$ cat config.mk
export PLATFORM = sky130hd
export DESIGN_NAME = flappy_frame_engine
export DESIGN_NICKNAME = d
export VERILOG_FILES = /design/src/rtl/flappy_frame_engine.sv
export SDC_FILE = /design/constraint.sdc
export NUM_CORES = 1
export LEC_CHECK = 0
export CORE_ASPECT_RATIO = 2
export CORE_MARGIN = 2
export CORE_UTILIZATION = 37
export DETAILED_ROUTE_END_ITERATION = 8
export PLACE_DENSITY = 0.63
export SLEW_MARGIN = 20
export SYNTH_ARGS = -nofsm -noshare
export SYNTH_HDL_FRONTEND = slang
export SYNTH_SLANG_ARGS = --single-unit
$ cat constraint.sdc
create_clock -name clock -period 3.85 [get_ports clock]
set_input_delay 0.385 -clock clock [delete_from_list [all_inputs] [get_ports clock]]
set_output_delay 0.385 -clock clock [all_outputs]
set_load 0.01 [all_outputs]
$ cat src/rtl/flappy_frame_engine.sv
// Game-logic stage for the 8x8 LED matrix: bird, scrolling pipes, collisions and score.
// Optional feature macro: BLINK_ON_OVER_EN blinks the bird frame on each game tick while in OVER.
module flappy_frame_engine #(
  parameter int TICK_CYCLES  = 2500000,
  parameter int PIPE_SPACING = 4
) (
  input  logic            clock,
  input  logic            reset,
  input  logic            flap,
  output logic [7:0][7:0] red_array,
  output logic [7:0][7:0] green_array,
  output logic            game_over,
  output logic [7:0]      score
);

  localparam int TW = $clog2(TICK_CYCLES);
  localparam int SW = $clog2(PIPE_SPACING);
  localparam logic [TW-1:0] TICK_LAST = TW'(TICK_CYCLES - 1);
  localparam logic [SW-1:0] SPC_LAST  = SW'(PIPE_SPACING - 1);
  localparam logic [7:0][7:0] GREEN_HOME = 64'h0000_0000_0200_0000;

  typedef enum logic [1:0] {IDLE, PLAY, OVER} state_t;

  state_t          state, state_next;
  logic            flap_s, flap_s_d, flap_rise, flap_now;
  logic            flap_pend, flap_pend_next;
  logic [TW-1:0]   tick_cnt, tick_cnt_next;
  logic            tick;
  logic [SW-1:0]   spc_cnt, spc_cnt_next;
  logic [7:0]      lfsr;
  logic [2:0]      g, gap_top;
  logic [2:0]      bird, bird_new, bird_next;
  logic            floor_crash, hit, inj_pipe, col1_any, pipe_bit;
  logic [7:0][7:0] red_new, red_next, green_next;
  logic [7:0]      score_next;
  logic            game_over_next;
`ifdef BLINK_ON_OVER_EN
  logic            blink, blink_next;
`endif

  // The flap synchroniser keeps sampling during reset so a button held
  // through reset does not look like a fresh edge afterwards.
  always_ff @(posedge clock) begin
    flap_s   <= flap;
    flap_s_d <= flap_s;
  end

  assign flap_rise = flap_s & ~flap_s_d;
  assign tick      = (state != IDLE) && (tick_cnt == TICK_LAST);
  assign g         = lfsr[2:0];
  assign gap_top   = (g > 3'd5) ? g - 3'd3 : g;

  always_comb begin
    flap_now    = flap_pend | flap_rise;
    floor_crash = (bird == 3'd7) && !flap_now;
    if (flap_now)
      bird_new = (bird == 3'd0) ? 3'd0 : bird - 3'd1;
    else if (floor_crash)
      bird_new = bird;
    else
      bird_new = bird + 3'd1;
    inj_pipe = (spc_cnt == SPC_LAST);
    col1_any = 1'b0;
    pipe_bit = 1'b0;
    red_new  = '0;
    for (int r = 0; r < 8; r++) begin
      pipe_bit   = !((4'(r) >= {1'b0, gap_top}) && (4'(r) <= ({1'b0, gap_top} + 4'd2)));
      red_new[r] = {inj_pipe & pipe_bit, red_array[r][7:1]};
      col1_any   = col1_any | red_new[r][1];
    end
    hit = red_new[bird_new][1];
  end

  always_ff @(posedge clock) begin
    if (reset)
      state <= IDLE;
    else
      state <= state_next;
  end

  // Next-state and next-frame logic; a whole game step lands on one tick edge.
  always_comb begin
    state_next     = state;
    tick_cnt_next  = tick_cnt;
    spc_cnt_next   = spc_cnt;
    flap_pend_next = flap_pend;
    bird_next      = bird;
    red_next       = red_array;
    score_next     = score;
    case (state)
      IDLE: begin
        tick_cnt_next  = '0;
        spc_cnt_next   = '0;
        flap_pend_next = 1'b0;
        bird_next      = 3'd3;
        red_next       = '0;
        score_next     = 8'd0;
        if (flap_rise)
          state_next = PLAY;
      end
      PLAY: begin
        tick_cnt_next  = tick ? '0 : tick_cnt + TW'(1);
        flap_pend_next = !tick && (flap_pend || flap_rise);
        if (tick) begin
          bird_next    = bird_new;
          red_next     = red_new;
          spc_cnt_next = inj_pipe ? '0 : spc_cnt + SW'(1);
          if (floor_crash || hit)
            state_next = OVER;
          else if (col1_any && (score != 8'hFF))
            score_next = score + 8'd1;
        end
      end
      OVER: begin
        tick_cnt_next  = tick ? '0 : tick_cnt + TW'(1);
        flap_pend_next = 1'b0;
        if (flap_rise) begin
          state_next    = IDLE;
          tick_cnt_next = '0;
          bird_next     = 3'd3;
          red_next      = '0;
          score_next    = 8'd0;
        end
      end
      default: state_next = IDLE;
    endcase
    game_over_next = (state_next == OVER);
    green_next = '0;
    green_next[bird_next][1] = 1'b1;
`ifdef BLINK_ON_OVER_EN
    blink_next = ((state == OVER) && (state_next == OVER)) ? (blink ^ tick) : 1'b0;
    if (blink_next)
      green_next = '0;
`endif
  end

  always_ff @(posedge clock) begin
    if (reset) begin
      tick_cnt    <= '0;
      spc_cnt     <= '0;
      flap_pend   <= 1'b0;
      lfsr        <= 8'hA5;
      bird        <= 3'd3;
      red_array   <= '0;
      green_array <= GREEN_HOME;
      game_over   <= 1'b0;
      score       <= 8'd0;
`ifdef BLINK_ON_OVER_EN
      blink       <= 1'b0;
`endif
    end else begin
      tick_cnt    <= tick_cnt_next;
      spc_cnt     <= spc_cnt_next;
      flap_pend   <= flap_pend_next;
      lfsr        <= {lfsr[6:0], lfsr[7] ^ lfsr[5] ^ lfsr[4] ^ lfsr[3]};
      bird        <= bird_next;
      red_array   <= red_next;
      green_array <= green_next;
      game_over   <= game_over_next;
      score       <= score_next;
`ifdef BLINK_ON_OVER_EN
      blink       <= blink_next;
`endif
    end
  end

endmodule

==> run_results.csv <==
group,metric,value,unit
run_status,status,"finished clean",
cells_and_area,antennaDiodeCount,0,
yosys,ys_types,66,
setup_path,end_kind,"register",
detailed_routing,route.met2.wl,7.72,mm
power,pwr-share-clk,51.3,%
yosys,synth_flop_cell,"dfxtp_1",
die,start_util,37.8,%
global_route,grt_use_total,17.0,%
die,die_area,17300,um2
timing,drv_slew,0,
clocking,clockRootBuffer,"clkbuf_16",
power,pwr-share-comb,9.3,%
place,dp.cells,976,
timing,relSlewSlack,37.3,%
place,place_worst_setup_slack,0.696,ns
detailed_routing,first_pass_iters,6,
setup_path,cp.required,4.19,ns
timing,fmax,0.316,GHz
global_route,grt_pass1_vias,4842,
cells_and_area,fin_util,46.2,%
global_route,overflow,0,
clocking,cts.sinks,121,
die,die_y,184,um
place,routabilityCongestion,0.869,
yosys,avgSynthCellArea,8.15,um2
yosys,synthTopCellsByArea,"dfxtp_1 40%, a21oi_1 8.1%, buf_4 7.4%, nand3_1 5.8%, nand2_1 5.3%",
setup_path,crit_type,"register to register",
timing,hold_viol_final,0,
power,finalPower,3.28,mW
yosys,ys_top_cells_by_count,"121 x dfxtp_1, 97 x a21oi_1, 85 x nand2_1",
die,die_x,94.0,um
global_route,grt_pass1_wl,23.6,mm
flow_run,maxCapViolCount,0,
timing,fin_crit,3.16,ns
clocking,cts_hold_repair.buffers,0,
detailed_routing,drtIter0Drc,197,
clocking,cts_buffer_depth,2,
global_route,grt_max_degree,79,
setup_path,worstPathMaxFanout,47,
yosys,yosys_warnings,0,
timing,rsz0062_at_grt,"no",
place,hpwl,9.81,mm
timing,fin_worst_skew,0.00943,ns
clocking,cts_made_buffers,17,
power,power_switching,836,uW
power,intPower,2.44,mW
setup_path,ff2ff_path_depth,8,
timing,fin_crit_sh,82.1,%
setup_path,startpoint_type,"register",
cells_and_area,layoutNonFillerInstCount,1008,
power,leakage,2.55,nW
global_route,antenna_found_initial,0,
min_path,min-delay-start,"flap_s$_DFF_P_",
clocking,cts.reportedPaths.clkPinSlew,0.06,ns
yosys,yosysSeqAreaShare,40.4,%
clocking,postCtsSetupBuffers,0,
setup_path,r2r-end,"red_array[31]$_SDFFE_PP0P_",
power,swShare,25.5,%
detailed_routing,vias_per_cell,5.22,
yosys,synth.most_common_cell,"dfxtp_1",
min_path,hp-class,"register to register",
setup_path,reg2reg_slack,0.69,ns
clocking,cts_max_level,4,
yosys,synth_edf_count,0,
cells_and_area,nets,813,
detailed_routing,wire_per_inst,14.3,um
die,num_io_pins,140,
cells_and_area,syn_to_final_growth,22.3,%
detailed_routing,final_antenna_net_count,0,
clocking,post_cts_resized,0,
yosys,yosysTopAreaCellShare,40.4,%
detailed_routing,wl_met3,706,um
detailed_routing,m1WireLength,5.61,mm
power,pwr-share-seq,39.4,%
cells_and_area,drive_above_1_share,7.56,%
power,power_density,447,nW/um2
place,place_area,6710,um2
detailed_routing,drt_wl_total,14.4,mm
yosys,syn_inst,736,
detailed_routing,route.detailed.drc,0,
setup_path,cp.arrival,3.50,ns
yosys,synth_area,6000,um2
yosys,synthArstFlopShare,0,%
setup_path,r2r-start,"state[0]$_SDFF_PP0_",
timing,layout_setup_ws,0.688,ns
cells_and_area,post-route-cell-area,7330,um2
clocking,cts_tree,"yes",
die,rows,65,
detailed_routing,vias,5263,
yosys,ys_ff_latch,121,
timing,worstMarginPinSlew,0.941,ns
timing,hold_slack,0.374,ns
timing,finalSetupViolCount,0,
yosys,synth_top_area_cell,"dfxtp_1",
die,core,15900,um2
min_path,hold_end,"flap_s_d$_DFF_P_",
timing,tns,0,ns
power,ir_drop,0.283,mV
detailed_routing,top_layer,"met4",
clocking,clkLatencyLatePin,0.41,ns
min_path,hold_depth,0,
place,placement.io_buffers,83,
how the worst max path moves through the flow:
stage / startpoint / endpoint / slack, ns
floorplan: bird[0]$_SDFF_PP1_ / score[5]$_SDFFE_PP0P_ / 1.28
global placement: state[0]$_SDFF_PP0_ / red_array[61]$_SDFFE_PP0P_ / 0.76
detailed placement: state[0]$_SDFF_PP0_ / red_array[31]$_SDFFE_PP0P_ / 0.70
CTS: state[0]$_SDFF_PP0_ / red_array[31]$_SDFFE_PP0P_ / 0.67
global route: state[0]$_SDFF_PP0_ / red_array[31]$_SDFFE_PP0P_ / 0.45
finish: state[0]$_SDFF_PP0_ / red_array[31]$_SDFFE_PP0P_ / 0.69
layout make-up:
cell class	instances	area, um2
fillers	1566	8530
flip-flops and latches	121	2420
inverters	13	48.8
clock inverters	13	194
repair buffers	90	893
multi-input cells	551	3090
clock buffers	19	433
well taps	201	251
layout by cell type, fill, tap and decap left out, types with 6 or more instances in the layout:
cell,count
dfxtp_1,121
a21oi_1,97
nand2_1,85
clkdlybuf4s50_1,82
nand3_1,69
conb_1,56
nor2_1,42
o21ai_0,33
clkbuf_16,17
ha_1,15
inv_1,13
and3_1,13
nor3_1,12
nand3b_1,9
or3_1,8
nand4_1,7
nor2b_1,7
buf_4,7
nor3b_1,6
mux2i_1,6
power groups by stage:
stage / clock network (mW) / logic, mW / registers (mW)
floorplan: 0 / 0.297 / 1.31
finish: 1.68 / 0.304 / 1.29
CTS: 1.71 / 0.304 / 1.29
global placement: 0 / 0.302 / 1.32
detailed placement: 0 / 0.303 / 1.32
global route: 1.77 / 0.338 / 1.29
kinds of logic after synthesis:
logic type	share of synthesized area, %
DFF	40.4
AOI/OAI and AO/OA	18.1
buffers and inverters	11.7
other	0.0625
and+or+nand+nor	24.4
muxes	1.38
xor gates and xnor gates	0.584
adders and majority gates	3.34
registers in the layout, indices dropped and copies added (netlist names):
name and cells:
bird 3, flap_s_d 1, score 8, red_array 64
tick_cnt 22, lfsr 8, state 2, spc_cnt 2
green_array 8, flap_pend 1, game_over 1, flap_s 1
routing by layer:
layer,up-vias,GRT usage [%]
met1,2496,18.5
met2,153,30.4
li1,2591,-
met4,0,8.06
met3,23,3.77
met5,-,0
worst max-delay path, stage by stage (launching register included):
cell and delay, ns:
dfxtp_1 0.45, inv_1 0.10, ha_1 0.27, or4b_1 0.51, or3_1 0.55, a21o_2 0.58, a2111oi_4 0.43, a21oi_1 0.07
nor2_1 0.11
No activity file was read; power rests on OpenSTA's default activity.
